**config.mk**
```make
export PLATFORM = sky130hd
export DESIGN_NAME = ticket_issuer
export DESIGN_NICKNAME = d
export VERILOG_FILES = /design/src/rtl/ticket_defs.sv /design/src/rtl/pulse_timer.sv /design/src/rtl/ticket_issuer.sv
export SDC_FILE = /design/constraint.sdc
export NUM_CORES = 1
export LEC_CHECK = 0
export ABC_AREA = 1
export BUFFER_PORTS_ARGS = -buffer_cell sky130_fd_sc_hd__buf_2
export CELL_PAD_IN_SITES_DETAIL_PLACEMENT = 1
export CELL_PAD_IN_SITES_GLOBAL_PLACEMENT = 1
export CORE_MARGIN = 2
export CORE_UTILIZATION = 39
export CTS_CLUSTER_SIZE = 16
export DETAILED_ROUTE_END_ITERATION = 10
export PLACE_DENSITY_LB_ADDON = 0.2
export SLEW_MARGIN = 10
export SYNTH_ARGS = -nofsm -noshare
export SYNTH_HDL_FRONTEND = slang
export SYNTH_SLANG_ARGS = --single-unit
```
**constraint.sdc**
```tcl
create_clock -name clk -period 3.95 [get_ports clk]
set_clock_uncertainty 0.1 [all_clocks]
set_input_delay 0.79 -clock clk [delete_from_list [all_inputs] [get_ports clk]]
set_output_delay 0.79 -clock clk [all_outputs]
set_load 0.005 [all_outputs]
```
**src/rtl/ticket_defs.sv**
```systemverilog
// rtl/ticket_defs.sv - shared constants and FSM encodings for the ticket issuer
//
// Purpose: holds the dispense FSM state encoding, the default sizing values
// and a helper that derives the ticket-type index width.
package ticket_defs;

  typedef enum logic [1:0] {
    ST_IDLE = 2'd0,
    ST_HIGH = 2'd1,
    ST_LOW  = 2'd2,
    ST_FIN  = 2'd3
  } state_e;

  localparam int DEF_N_TYPES = 4;
  localparam int DEF_CNT_W   = 3;
  localparam int DEF_STOCK_W = 8;

  // Type index width: clog2(n), never narrower than one bit.
  function automatic int type_w(input int n);
    return (n <= 2) ? 1 : $clog2(n);
  endfunction

endpackage

```
**src/rtl/pulse_timer.sv**
```systemverilog
// rtl/pulse_timer.sv - loadable down-counter timing the HIGH/LOW phases
//
// Purpose: loaded with (phase length - 1) on entry to a phase; expire_o is
// high during the last cycle of that phase.
// Ports:
//   clk, rst      clock, asynchronous active-high reset
//   load_i        load load_val_i this edge (takes priority over counting)
//   load_val_i    value to load
//   expire_o      counter has reached zero
module pulse_timer #(
  parameter int W = 2
) (
  input  logic         clk,
  input  logic         rst,
  input  logic         load_i,
  input  logic [W-1:0] load_val_i,
  output logic         expire_o
);

  logic [W-1:0] cnt_q;

  always_ff @(posedge clk or posedge rst) begin
    if (rst) begin
      cnt_q <= '0;
    end else if (load_i) begin
      cnt_q <= load_val_i;
    end else if (cnt_q != '0) begin
      cnt_q <= cnt_q - 1'b1;
    end
  end

  assign expire_o = (cnt_q == '0);

endmodule

```
**src/rtl/ticket_issuer.sv**
```systemverilog
// rtl/ticket_issuer.sv - ticket dispenser with per-type stock and pulsed issue lines
//
// Purpose: accepts purchase requests, checks stock, then emits one pulse per
// ticket on issue[type]; supports abort with refund and saturating restock.
// Ports:
//   clk, rst                 clock, asynchronous active-high reset
//   req_valid/req_ready      purchase handshake (ready only in IDLE)
//   req_type, req_count      ticket type and quantity, sampled at acceptance
//   abort                    cancel the dispense in progress
//   restock_valid/_type/_amt add stock to one type (any state)
//   issue                    per-type ticket pulses
//   busy, done, err, aborted status / one-cycle result pulses
//   stock                    flattened per-type stock counters
module ticket_issuer
  import ticket_defs::*;
#(
  parameter int N_TYPES    = DEF_N_TYPES,
  parameter int CNT_W      = DEF_CNT_W,
  parameter int STOCK_W    = DEF_STOCK_W,
  parameter int STOCK_INIT = 20,
  parameter int PULSE_HI   = 1,
  parameter int PULSE_LO   = 1
) (
  input  logic                          clk,
  input  logic                          rst,
  input  logic                          req_valid,
  output logic                          req_ready,
  input  logic [type_w(N_TYPES)-1:0]    req_type,
  input  logic [CNT_W-1:0]              req_count,
  input  logic                          abort,
  input  logic                          restock_valid,
  input  logic [type_w(N_TYPES)-1:0]    restock_type,
  input  logic [STOCK_W-1:0]            restock_amt,
  output logic [N_TYPES-1:0]            issue,
  output logic                          busy,
  output logic                          done,
  output logic                          err,
  output logic                          aborted,
  output logic [N_TYPES*STOCK_W-1:0]    stock
);

  localparam int TW        = type_w(N_TYPES);
  localparam int PHASE_MAX = (PULSE_HI > PULSE_LO) ? PULSE_HI : PULSE_LO;
  localparam int TMR_W     = $clog2(PHASE_MAX) + 1;
  // Wide enough for stock + restock + refund without overflow.
  localparam int SUM_W     = ((STOCK_W > CNT_W) ? STOCK_W : CNT_W) + 2;

  localparam logic [TMR_W-1:0]   HI_M1     = TMR_W'(PULSE_HI - 1);
  localparam logic [TMR_W-1:0]   LO_M1     = TMR_W'(PULSE_LO - 1);
  localparam logic [TW:0]        N_LIM     = (TW + 1)'(N_TYPES);
  localparam logic [STOCK_W-1:0] STOCK_MAX = {STOCK_W{1'b1}};
  localparam logic [STOCK_W-1:0] STOCK_RST = STOCK_W'(STOCK_INIT);

  state_e             state_q, state_d;
  logic [TW-1:0]      type_q, type_d;
  logic [CNT_W-1:0]   rem_q, rem_d;
  logic               err_q, err_d;
  logic               aborted_q, aborted_d;
  logic [STOCK_W-1:0] stock_q [N_TYPES];
  logic [STOCK_W-1:0] stock_d [N_TYPES];

  logic               tmr_load;
  logic [TMR_W-1:0]   tmr_val;
  logic               tmr_expire;

  logic               accept;
  logic               type_ok;
  logic [STOCK_W-1:0] sel_stock;
  logic               req_ok;
  logic               take;
  logic               abort_fire;
  logic [CNT_W-1:0]   refund;

  pulse_timer #(.W(TMR_W)) u_pulse_timer (
    .clk        (clk),
    .rst        (rst),
    .load_i     (tmr_load),
    .load_val_i (tmr_val),
    .expire_o   (tmr_expire)
  );

  // Acceptance check against pre-edge stock of the requested type.
  always_comb begin
    sel_stock = '0;
    for (int i = 0; i < N_TYPES; i++) begin
      if (req_type == TW'(i)) sel_stock = stock_q[i];
    end
  end

  assign accept  = (state_q == ST_IDLE) && req_valid;
  assign type_ok = ({1'b0, req_type} < N_LIM);
  assign req_ok  = type_ok && (req_count != '0) && (SUM_W'(sel_stock) >= SUM_W'(req_count));
  assign take    = accept && req_ok;
  assign err_d   = accept && !req_ok;

  // The ticket currently in HIGH is treated as issued, so it is not refunded.
  assign abort_fire = abort && ((state_q == ST_HIGH) || (state_q == ST_LOW));
  assign refund     = (state_q == ST_HIGH) ? (rem_q - 1'b1) : rem_q;
  assign aborted_d  = abort_fire;

  always_comb begin
    state_d  = state_q;
    type_d   = type_q;
    rem_d    = rem_q;
    tmr_load = 1'b0;
    tmr_val  = HI_M1;
    case (state_q)
      ST_IDLE: begin
        if (take) begin
          type_d   = req_type;
          rem_d    = req_count;
          state_d  = ST_HIGH;
          tmr_load = 1'b1;
          tmr_val  = HI_M1;
        end
      end
      ST_HIGH: begin
        if (abort) begin
          state_d = ST_IDLE;
          rem_d   = '0;
        end else if (tmr_expire) begin
          rem_d    = rem_q - 1'b1;
          state_d  = ST_LOW;
          tmr_load = 1'b1;
          tmr_val  = LO_M1;
        end
      end
      ST_LOW: begin
        if (abort) begin
          state_d = ST_IDLE;
          rem_d   = '0;
        end else if (tmr_expire) begin
          if (rem_q != '0) begin
            state_d  = ST_HIGH;
            tmr_load = 1'b1;
            tmr_val  = HI_M1;
          end else begin
            state_d = ST_FIN;
          end
        end
      end
      ST_FIN: begin
        state_d = ST_IDLE;
      end
      default: begin
        state_d = ST_IDLE;
      end
    endcase
  end

  always_ff @(posedge clk or posedge rst) begin
    if (rst) begin
      state_q   <= ST_IDLE;
      type_q    <= '0;
      rem_q     <= '0;
      err_q     <= 1'b0;
      aborted_q <= 1'b0;
    end else begin
      state_q   <= state_d;
      type_q    <= type_d;
      rem_q     <= rem_d;
      err_q     <= err_d;
      aborted_q <= aborted_d;
    end
  end

  // One adder/subtractor per type: restock, acceptance debit and abort refund
  // all fold into a single sum, saturated at the counter maximum.
  for (genvar g = 0; g < N_TYPES; g++) begin : g_stock
    localparam logic [TW-1:0] IDX = TW'(g);
    logic [SUM_W-1:0] add_v;
    logic [SUM_W-1:0] sub_v;
    logic [SUM_W-1:0] sum_v;

    always_comb begin
      add_v = '0;
      sub_v = '0;
      if (restock_valid && (restock_type == IDX)) add_v = add_v + SUM_W'(restock_amt);
      if (abort_fire && (type_q == IDX))          add_v = add_v + SUM_W'(refund);
      if (take && (req_type == IDX))              sub_v = SUM_W'(req_count);
      sum_v = SUM_W'(stock_q[g]) + add_v - sub_v;
      stock_d[g] = (sum_v > SUM_W'(STOCK_MAX)) ? STOCK_MAX : sum_v[STOCK_W-1:0];
    end

    always_ff @(posedge clk or posedge rst) begin
      if (rst) begin
        stock_q[g] <= STOCK_RST;
      end else begin
        stock_q[g] <= stock_d[g];
      end
    end

    assign stock[g*STOCK_W +: STOCK_W] = stock_q[g];
  end

  always_comb begin
    issue = '0;
    if (state_q == ST_HIGH) begin
      for (int i = 0; i < N_TYPES; i++) begin
        if (type_q == TW'(i)) issue[i] = 1'b1;
      end
    end
  end

  assign req_ready = (state_q == ST_IDLE);
  assign busy      = (state_q == ST_HIGH) || (state_q == ST_LOW);
  assign done      = (state_q == ST_FIN);
  assign err       = err_q;
  assign aborted   = aborted_q;

endmodule

```
After elaboration in Yosys (flattened, before gate mapping)
Cells that the tools add are included.
W data, S select, Z words.
{ "totals": {"ff_bits": 42, "input_bits": 20, "out_inout_bits": 41, "elab_cells": 121} }
{ "op_classes": {"n_addsub": 14, "magnitude_cmp": 5, "n_eq_ne": 16, "n_mux": 47, "n_reduce_logical": 29} }
{ "ops": {"columns": ["operator", "count"], "rows": [
  ["$mux W8", 12],
  ["$add A10 B3 Y10", 4],
  ["$add A8 B10 Y10", 4],
  ["$gt A10 B8 Y1 const B", 4],
  ["$mux W10", 4],
  ["$sub A10 B10 Y10", 4],
  ["$mux W3", 9],
  ["$logic_and A1 B1 Y1", 17],
  ["$eq A2 B2 Y1 const B", 8],
  ["$mux W1", 12],
  ["$mux W2", 6],
  ["$pmux W3 S3", 1],
  ["$reduce_bool A3 Y1", 3],
  ["$eq A2 B1 Y1 const B", 4],
  ["$ge A8 B3 Y1", 1],
  ["$logic_not A2 Y1", 4],
  ["$pmux W2 S4", 1],
  ["$ne A3 B3 Y1 const B", 2],
  ["$mux W4", 1],
  ["$reduce_and A4 Y1", 1],
  ["$pmux W1 S3", 1],
  ["$reduce_and A3 Y1", 1],
  ["$sub A3 B1 Y3 const B", 1],
  ["$ne A2 B1 Y1 const B", 1],
  ["other kinds (5)", 5]
]} }

Depth between registers and ports, before layout
Gate-level depths: netlist (run 1).
{ "logic_depth": {"ltp_word": 13, "depth_mapped": 28, "ltp_nobuf": 28} }

Cells and area by module
A second synthesis (run 1) with hierarchy kept.
{ "hier_totals": {"hier_cells": 773, "area_unflattened_um2": 5557.8} }
{ "by_module_without_submodules": {"columns": ["mod", "instances", "cells_per_inst", "area_each_um2", "seq_area_each_um2"], "rows": [
  ["ticket_issuer", 1, 768, 5517.8, 1036.0],
  ["pulse_timer", 1, 5, 40.0, 25.0]
]} }

Least setup slack after synthesis (run 1)
No wires, ideal clock.
{ "synth_timing": {"path_type": "input port to flip-flop", "from": "input port req_type[0]", "to": "register stock_q, in the netlist stock[19]", "setup_ns": 0.145, "arrival_time_ns": 4.270, "required_time_ns": 3.705, "setup_slack_ns": -0.565, "stages": 22, "path_buffers": 0, "path_cell_list": "inv_1 -> nor2_1 -> a22o_1 -> a21oi_1 -> a21boi_0 -> ha_1 -> inv_1 -> nand2_1 -> nand2_1 -> a21boi_0 -> nor2_1 -> nand2_1 -> nand3_1 -> inv_1 -> nand2_1 -> nor2_1 -> fa_1 -> fa_1 -> o21ai_0 -> a21oi_1 -> xor2_1 -> nand3_1"} }
{ "synth_rtl": {"columns": ["element", "line_no", "rtl"], "rows": [
  ["start, declared", "ticket_issuer.sv:28", "input logic [type_w(N_TYPES)-1:0] req_type,"],
  ["end signal, assigned by index", "ticket_issuer.sv:189", "stock_q[g] <= stock_d[g];"],
  ["end, declared", "ticket_issuer.sv:59", "logic [STOCK_W-1:0] stock_q [N_TYPES];"]
]} }

==> results_dict.tcl, run 1 <==
set metrics [dict create \
    timing_worst_setup_path_type "in2reg" \
    die_height_um 122 \
    failing_checks "negative setup slack" \
    hold_viol 0 \
    crit_chain "buf_2 -> inv_1 -> nand3_1 -> nor2_1 -> ha_4 -> inv_2 -> fa_2 -> o21bai_4 -> nand3_2 -> nor2_2 -> nand2_1 -> xor2_2 -> ha_1 -> inv_2 -> ha_4 -> inv_2 -> o21bai_1 -> a31oi_1 -> nand3_1 -> inv_1 -> nand2_2 -> nand2_4 -> nand3_2" \
    area.growth.synth_to_final_pct 49.0 \
    final-seq-area_um2 1040 \
    globalRouteTotalUtil 0.298 \
    critical_path_arrival_ns 4.30 \
    final.setup.tns_ns -6.90 \
    post-place-ws_ns -0.778 \
    finalCritPeriodShare 1.07 \
    hold_path.startpoint "type_q[1]" \
    postRouteAntennaNets 0 \
    postPlaceCellArea_um2 7200 \
    worst_skew_late_latency_ns 0.30 \
    leakagePower_nw 4.21 \
    crit-reg2reg-launch "state_q[1]" \
    p_per_area_nw_per_um2 875 \
    placeableCoreArea_um2 13800 \
    synth_nets 903 \
    root_buffer "sky130_fd_sc_hd__clkbuf_16" \
    cts_htree_levels 2 \
    vias 6280 \
    max_cap_viol_count 0 \
    worstMarginPinSlew_ns 0.954 \
    fillerInstances 1762 \
    route.detailed.wl_per_inst_um 18.8 \
    core.rowCount 43 \
    crit_path_end_kind "flip-flop" \
    numPortBuffers 60 \
    gp_routability_congestion 0.910 \
    ys_types 37 \
    starting_density 0.396 \
    design_power_total_mw 7.11 \
    ios 61 \
    cts-hold-fix-buffers 0 \
    cts_num_sinks 41 \
    clock_tree_from_tritoncts "yes" \
    worst_path_largest_cell_delay_ns 0.38 \
    n_antenna_cell 0 \
    drtPass1Iterations 4 \
    kind_of_path_behind_the_tightest_hold_check "reg2reg" \
    crit_fanout 8 \
    synth_area_um2 5450 \
    route.final.wire_length_um 22400 \
    synth-seq-area-share 0.190 \
    fin_area_um2 8120 \
    setup.reg_to_reg.worst_slack_ns -0.26 \
    dieArea_um2 14900 \
    timing.final.crit_period_ns 4.23 \
    worstReg2RegEnd "stock[23]" \
    synth.ff_latch_count 41 \
    status "finished with violations" \
    number_of_antenna_violations_at_the_first_check_in_global_routing 0 \
    rsz_0062_raised_after_global_routing "yes" \
    drt_iter0_drc 327 \
    worst_ep_required_time_ns 4.02 \
    count_of_final_max_slew_check_failures 0 \
    slew_headroom 0.363 \
    synth_area_per_cell_um2 6.93 \
    yosysWarnings 0 \
    ctsLongestPathBuffers 2 \
    synth_largest_area_cell "sky130_fd_sc_hd__ha_1" \
    grt_pass1_vias 6959 \
    synth.top_cell.area_share 0.186 \
    cell_count_after_synthesis 786 \
    setup_viol 32 \
    drc 0 \
    dieWidth_um 122 \
    layout_setup_ws_ns -0.277 \
    yosys-top-cells-area "sky130_fd_sc_hd__ha_1 19%, sky130_fd_sc_hd__dfrtp_1 15%, sky130_fd_sc_hd__inv_1 13%" \
    power.ir.vdd_worst_v 0.000433 \
    min_to "type_q[1]" \
    hpwl_um 16300 \
    hold-path-cell-count 2 \
    final_net_count 1129 \
    globalRouteOverflowTotal 0 \
    cts_inserted_buffers 5 \
    max_freq_ghz 0.237 \
    path_common_cell "sky130_fd_sc_hd__inv_2" \
    reg2reg_depth 19 \
    grt_start_max_net_pins 42 \
    viasPerCell 5.26 \
    timing.critical_path.slowest_stage_cell "sky130_fd_sc_hd__fa_2" \
    start_kind "input port" \
    combined_area_of_the_multi_input_logic_cells_um2 4410 \
    clk_pin_slew_ns 0.07 \
    first_pass_grt_wire_length_um 34900 \
    drive_above_1_share 0.377 \
]
-- how the worst max path moves through the flow --
stage	end	depth (start not counted)	start	slack [ns]
2_1_floorplan	stock[17]	25	req_type[0]	-0.07
3_3_place_gp	stock[15]	28	req_type[0]	-0.63
3_5_place_dp	stock[8]	28	req_type[0]	-0.78
4_1_cts	stock[16]	24	state_q[1]	-0.15
5_1_grt	stock[22]	27	req_type[1]	-0.53
6_report	stock[21]	23	restock_type[0]	-0.28
-- critical path, delay by kind of cell --
family	cells	cell delay, ns
AOI/OAI and AO/OA	3	0.45
adders and majority gates	4	1.08
and+or+nand+nor	9	1.31
buffers and inverters	6	0.49
xor gates and xnor gates	1	0.17
-- sequential cells by signal (all words and copies together), names as in the netlist --
signal and cells:
stock 32, rem_q 3, state_q 2, type_q 2, aborted 1, err 1
-- through the flow --
stage,util,hold WS (ns),instances
finish,0.590,0.470,1193
global route,0.590,0.527,1193
CTS,0.576,0.456,1191
detailed placement,0.523,0.440,1165
global placement,0.523,0.424,1165
floorplan,-,0.364,786
-- layout make-up --
cell class / instances / share of cell area
flip-flops and latches: 41 / 0.128
well taps: 180 / 0.0277
clock buffers: 6 / 0.0159
repair buffers: 222 / 0.192
multi-input cells: 553 / 0.543
inverters: 189 / 0.0900
clock inverters: 2 / 0.00431
-- cell usage after synthesis --
library cell / instances
sky130_fd_sc_hd__inv_1: 185
sky130_fd_sc_hd__nand2_1: 124
sky130_fd_sc_hd__ha_1: 81
sky130_fd_sc_hd__nor2_1: 77
sky130_fd_sc_hd__nand3_1: 69
sky130_fd_sc_hd__o21ai_0: 49
sky130_fd_sc_hd__a21oi_1: 33
sky130_fd_sc_hd__dfrtp_1: 33
sky130_fd_sc_hd__xor2_1: 31
sky130_fd_sc_hd__fa_1: 16
sky130_fd_sc_hd__nor3_1: 12
sky130_fd_sc_hd__xnor2_1: 12
sky130_fd_sc_hd__dfstp_2: 8
sky130_fd_sc_hd__a31oi_1: 7
sky130_fd_sc_hd__nand4_1: 6
sky130_fd_sc_hd__o21bai_1: 6
sky130_fd_sc_hd__o22ai_1: 5
sky130_fd_sc_hd__a21o_1: 3
sky130_fd_sc_hd__mux2i_1: 3
sky130_fd_sc_hd__nand3b_1: 3
sky130_fd_sc_hd__a21boi_0: 2
sky130_fd_sc_hd__clkinv_1: 2
sky130_fd_sc_hd__inv_2: 2
sky130_fd_sc_hd__nand2_2: 2
sky130_fd_sc_hd__nand3_2: 2
sky130_fd_sc_hd__nor3_4: 2
sky130_fd_sc_hd__a221oi_1: 1
sky130_fd_sc_hd__a22o_1: 1
sky130_fd_sc_hd__a41oi_1: 1
sky130_fd_sc_hd__buf_2: 1
sky130_fd_sc_hd__buf_4: 1
sky130_fd_sc_hd__clkbuf_1: 1
sky130_fd_sc_hd__nand3_4: 1
sky130_fd_sc_hd__nor2_4: 1
sky130_fd_sc_hd__o211ai_1: 1
sky130_fd_sc_hd__o21ai_1: 1
sky130_fd_sc_hd__xnor2_4: 1
-- report_power, final --
group | switching [mW] | internal, mW | total (mW)
sequential | 0.165 | 0.626 | 0.791
combinational | 3.15 | 2.68 | 5.83
clock | 0.188 | 0.298 | 0.486
-- layer usage --
metal  wire length [um]  GRT usage  vias to the layer above  share of wire
li1                   -          -                     2946              -
met4               1000      0.131                        0          0.045
met3                795     0.0386                       79          0.036
met5                  0          0                        -              0
met1               8880      0.340                     3094           0.40
met2              11700      0.553                      161           0.52
-- cells by family after synthesis --
group / synth area share
adders and majority gates: 0.245
AOI/OAI and AO/OA: 0.111
buffers and inverters: 0.133
muxes: 0.00551
xor gates and xnor gates: 0.0742
DFF: 0.190
and+or+nand+nor: 0.241
-- cell usage in the layout (no fill, tap or decap), types with 18 or more instances in the layout --
master / instances
sky130_fd_sc_hd__nand2_1: 116
sky130_fd_sc_hd__buf_2: 58
sky130_fd_sc_hd__ha_1: 60
sky130_fd_sc_hd__nand3_1: 51
sky130_fd_sc_hd__inv_2: 20
sky130_fd_sc_hd__nand3_2: 20
sky130_fd_sc_hd__ha_4: 18
sky130_fd_sc_hd__o21ai_0: 31
sky130_fd_sc_hd__buf_4: 159
sky130_fd_sc_hd__inv_1: 164
sky130_fd_sc_hd__xor2_1: 23
sky130_fd_sc_hd__dfrtp_1: 33
sky130_fd_sc_hd__a21oi_1: 25
sky130_fd_sc_hd__nor2_1: 57
-- repair_timing --
action                                  4_1_cts  5_1_grt
buffers inserted                             18        2
hold endpoints to repair                      0        0
endpoints found under the setup margin       32       32
pin swaps                                    63       12
resized for setup                           100       31
No activity file was read; power rests on OpenSTA's default activity.
==> run 2, diff against run 1 <==
RECOVER_POWER = 25   (was not set)
==> run 2 against run 1 <==
Net effect:
- worst setup slack worse by 0.0096 ns
- clock power hardly changed
- the run ends with max-capacitance violations, max-slew violations, negative setup slack left
- utilization stayed put
- cell count stayed put
==> results_dict.tcl, run 2 (synthesized netlist as in run 1, its figures left out) <==
set metrics [dict create \
    status "finished with violations" \
    failing_checks "max-capacitance violations, max-slew violations, negative setup slack" \
    fin_area_um2 8120 \
    number_of_antenna_violations_at_the_first_check_in_global_routing 0 \
    worst_skew_late_latency_ns 0.30 \
    vias 6280 \
    kind_of_path_behind_the_tightest_hold_check "reg2reg" \
    grt_start_max_net_pins 42 \
    placeableCoreArea_um2 13800 \
    finish.utilization 0.590 \
    start_kind "input port" \
    globalRouteTotalUtil 0.298 \
    count_of_final_max_slew_check_failures 42 \
    ctsLongestPathBuffers 2 \
    root_buffer "sky130_fd_sc_hd__clkbuf_16" \
    n_antenna_cell 0 \
    crit_path_end_kind "flip-flop" \
    drc 0 \
    worstMarginPinSlew_ns 1.73 \
    power.ir.vdd_worst_v 0.000433 \
    setup_viol 32 \
    core.rowCount 43 \
    final_net_count 1129 \
    cts_htree_levels 2 \
    globalRouteOverflowTotal 0 \
    drt_iter0_drc 327 \
    most_frequent_cells_in_the_layout "165 x sky130_fd_sc_hd__inv_1, 158 x sky130_fd_sc_hd__buf_4, 116 x sky130_fd_sc_hd__nand2_1, 60 x sky130_fd_sc_hd__ha_1, 58 x sky130_fd_sc_hd__buf_2" \
    final_cell_count_no_fill 1193 \
    numPortBuffers 60 \
    p_per_area_nw_per_um2 875 \
    layout_setup_ws_ns -0.287 \
    drtPass1Iterations 4 \
    max_freq_ghz 0.236 \
    viasPerCell 5.26 \
    timing_worst_setup_path_type "in2reg" \
    cts-hold-fix-buffers 0 \
    placedCellCount 1165 \
    route.detailed.wl_per_inst_um 18.8 \
    crit_fanout 8 \
    drive_above_1_share 0.376 \
    grt_pass1_vias 6959 \
    worst_ep_required_time_ns 4.02 \
    clock_tree_from_tritoncts "yes" \
    final.setup.tns_ns -6.98 \
    clk_pin_slew_ns 0.07 \
    leakagePower_nw 4.21 \
    postPlaceCellArea_um2 7200 \
    first_pass_grt_wire_length_um 34900 \
    leading_cell_type_in_the_layout_fill_and_taps_excluded "sky130_fd_sc_hd__inv_1" \
    postRouteAntennaNets 0 \
    largest_reg_flops 32 \
    cts_inserted_buffers 5 \
    dieWidth_um 122 \
    critical_path_arrival_ns 4.31 \
    die_height_um 122 \
    slew_headroom -0.152 \
    route.final.wire_length_um 22400 \
    finalCritPeriodShare 1.07 \
    rsz_0062_raised_after_global_routing "yes" \
    dieArea_um2 14900 \
    gp_routability_congestion 0.910 \
    area.growth.synth_to_final_pct 49.0 \
    timing.final.crit_period_ns 4.24 \
    cts_num_sinks 41 \
    starting_density 0.396 \
    ios 61 \
    setup.reg_to_reg.worst_slack_ns -0.26 \
    max_cap_viol_count 1 \
    hold_viol 0 \
    hpwl_um 16300 \
]
-- run 2: changes by cell type in the layout (fill, tap and decap cells not counted) --
cell | before | now
sky130_fd_sc_hd__buf_4 | 159 | 158
sky130_fd_sc_hd__inv_2 | 20 | 19
sky130_fd_sc_hd__inv_1 | 164 | 165
sky130_fd_sc_hd__clkbuf_4 | 0 | 1
-- run 2: cell type report --
cell class,instances,area [um^2]
inverters,189,731
fillers,1762,5650
multi-input cells,553,4410
repair buffers,222,1560
flip-flops and latches,41,1040
clock buffers,6,129
well taps,180,225
clock inverters,2,35.0
-- run 2: worst paths after layout --
kind                                      start    endpoint  cells past startpoint
worst max register to register       state_q[1]   stock[23]                     19
worst min-delay path                  type_q[1]   type_q[1]                      2
worst min register to register        type_q[1]   type_q[1]                      2
worst max-delay path            restock_type[0]   stock[21]                     23
max in group asynchronous                   rst   stock[16]                      2
min in group asynchronous                   rst  state_q[0]                      2
-- run 2: critical path, cell delays in order --
cell	delay [ns]
sky130_fd_sc_hd__buf_2	0.12
sky130_fd_sc_hd__inv_1	0.11
sky130_fd_sc_hd__nand3_1	0.18
sky130_fd_sc_hd__nor2_1	0.25
sky130_fd_sc_hd__ha_4	0.19
sky130_fd_sc_hd__inv_2	0.04
sky130_fd_sc_hd__fa_2	0.38
sky130_fd_sc_hd__o21bai_4	0.14
sky130_fd_sc_hd__nand3_2	0.13
sky130_fd_sc_hd__nor2_2	0.16
sky130_fd_sc_hd__nand2_1	0.11
sky130_fd_sc_hd__xor2_2	0.17
sky130_fd_sc_hd__ha_1	0.31
sky130_fd_sc_hd__inv_2	0.07
sky130_fd_sc_hd__ha_4	0.20
sky130_fd_sc_hd__inv_2	0.06
sky130_fd_sc_hd__o21bai_1	0.10
sky130_fd_sc_hd__a31oi_1	0.21
sky130_fd_sc_hd__nand3_1	0.16
sky130_fd_sc_hd__inv_1	0.09
sky130_fd_sc_hd__nand2_2	0.07
sky130_fd_sc_hd__nand2_4	0.15
sky130_fd_sc_hd__nand3_2	0.11
-- run 2: power breakdown --
part	total, mW	switching [mW]	leakage, nW	internal [mW]
Clock	0.486	0.188	0.0808	0.298
Sequential	0.791	0.165	0.436	0.626
Combinational	5.83	3.15	3.70	2.68
Total	7.11	3.50	4.21	3.61
-- run 2: routing by layer --
| metal | wire length, um | vias up | track usage | part of all wire |
|---|---|---|---|---|
| met1 | 8930 | 3093 | 0.340 | 0.40 |
| met5 | 0 | - | 0 | 0 |
| met4 | 1000 | 0 | 0.131 | 0.045 |
| met3 | 747 | 79 | 0.0386 | 0.033 |
| met2 | 11700 | 162 | 0.553 | 0.52 |
| li1 | - | 2946 | - | - |
-- run 2: metrics by stage --
stage	hold slack [ns]	setup WS (ns)	total power [mW]
final	0.470	-0.287	7.11
after global routing	0.527	-0.533	7.67
after CTS	0.456	-0.150	6.64
after detailed placement	0.440	-0.778	5.55
after global placement	0.424	-0.625	5.25
after floorplan	0.364	-0.0671	3.51
-- run 2: timing repair --
item | CTS | global route
setup buffers | 18 | 2
resized for setup | 100 | 31
pin swaps | 63 | 12
endpoints found under the setup margin | 32 | 32
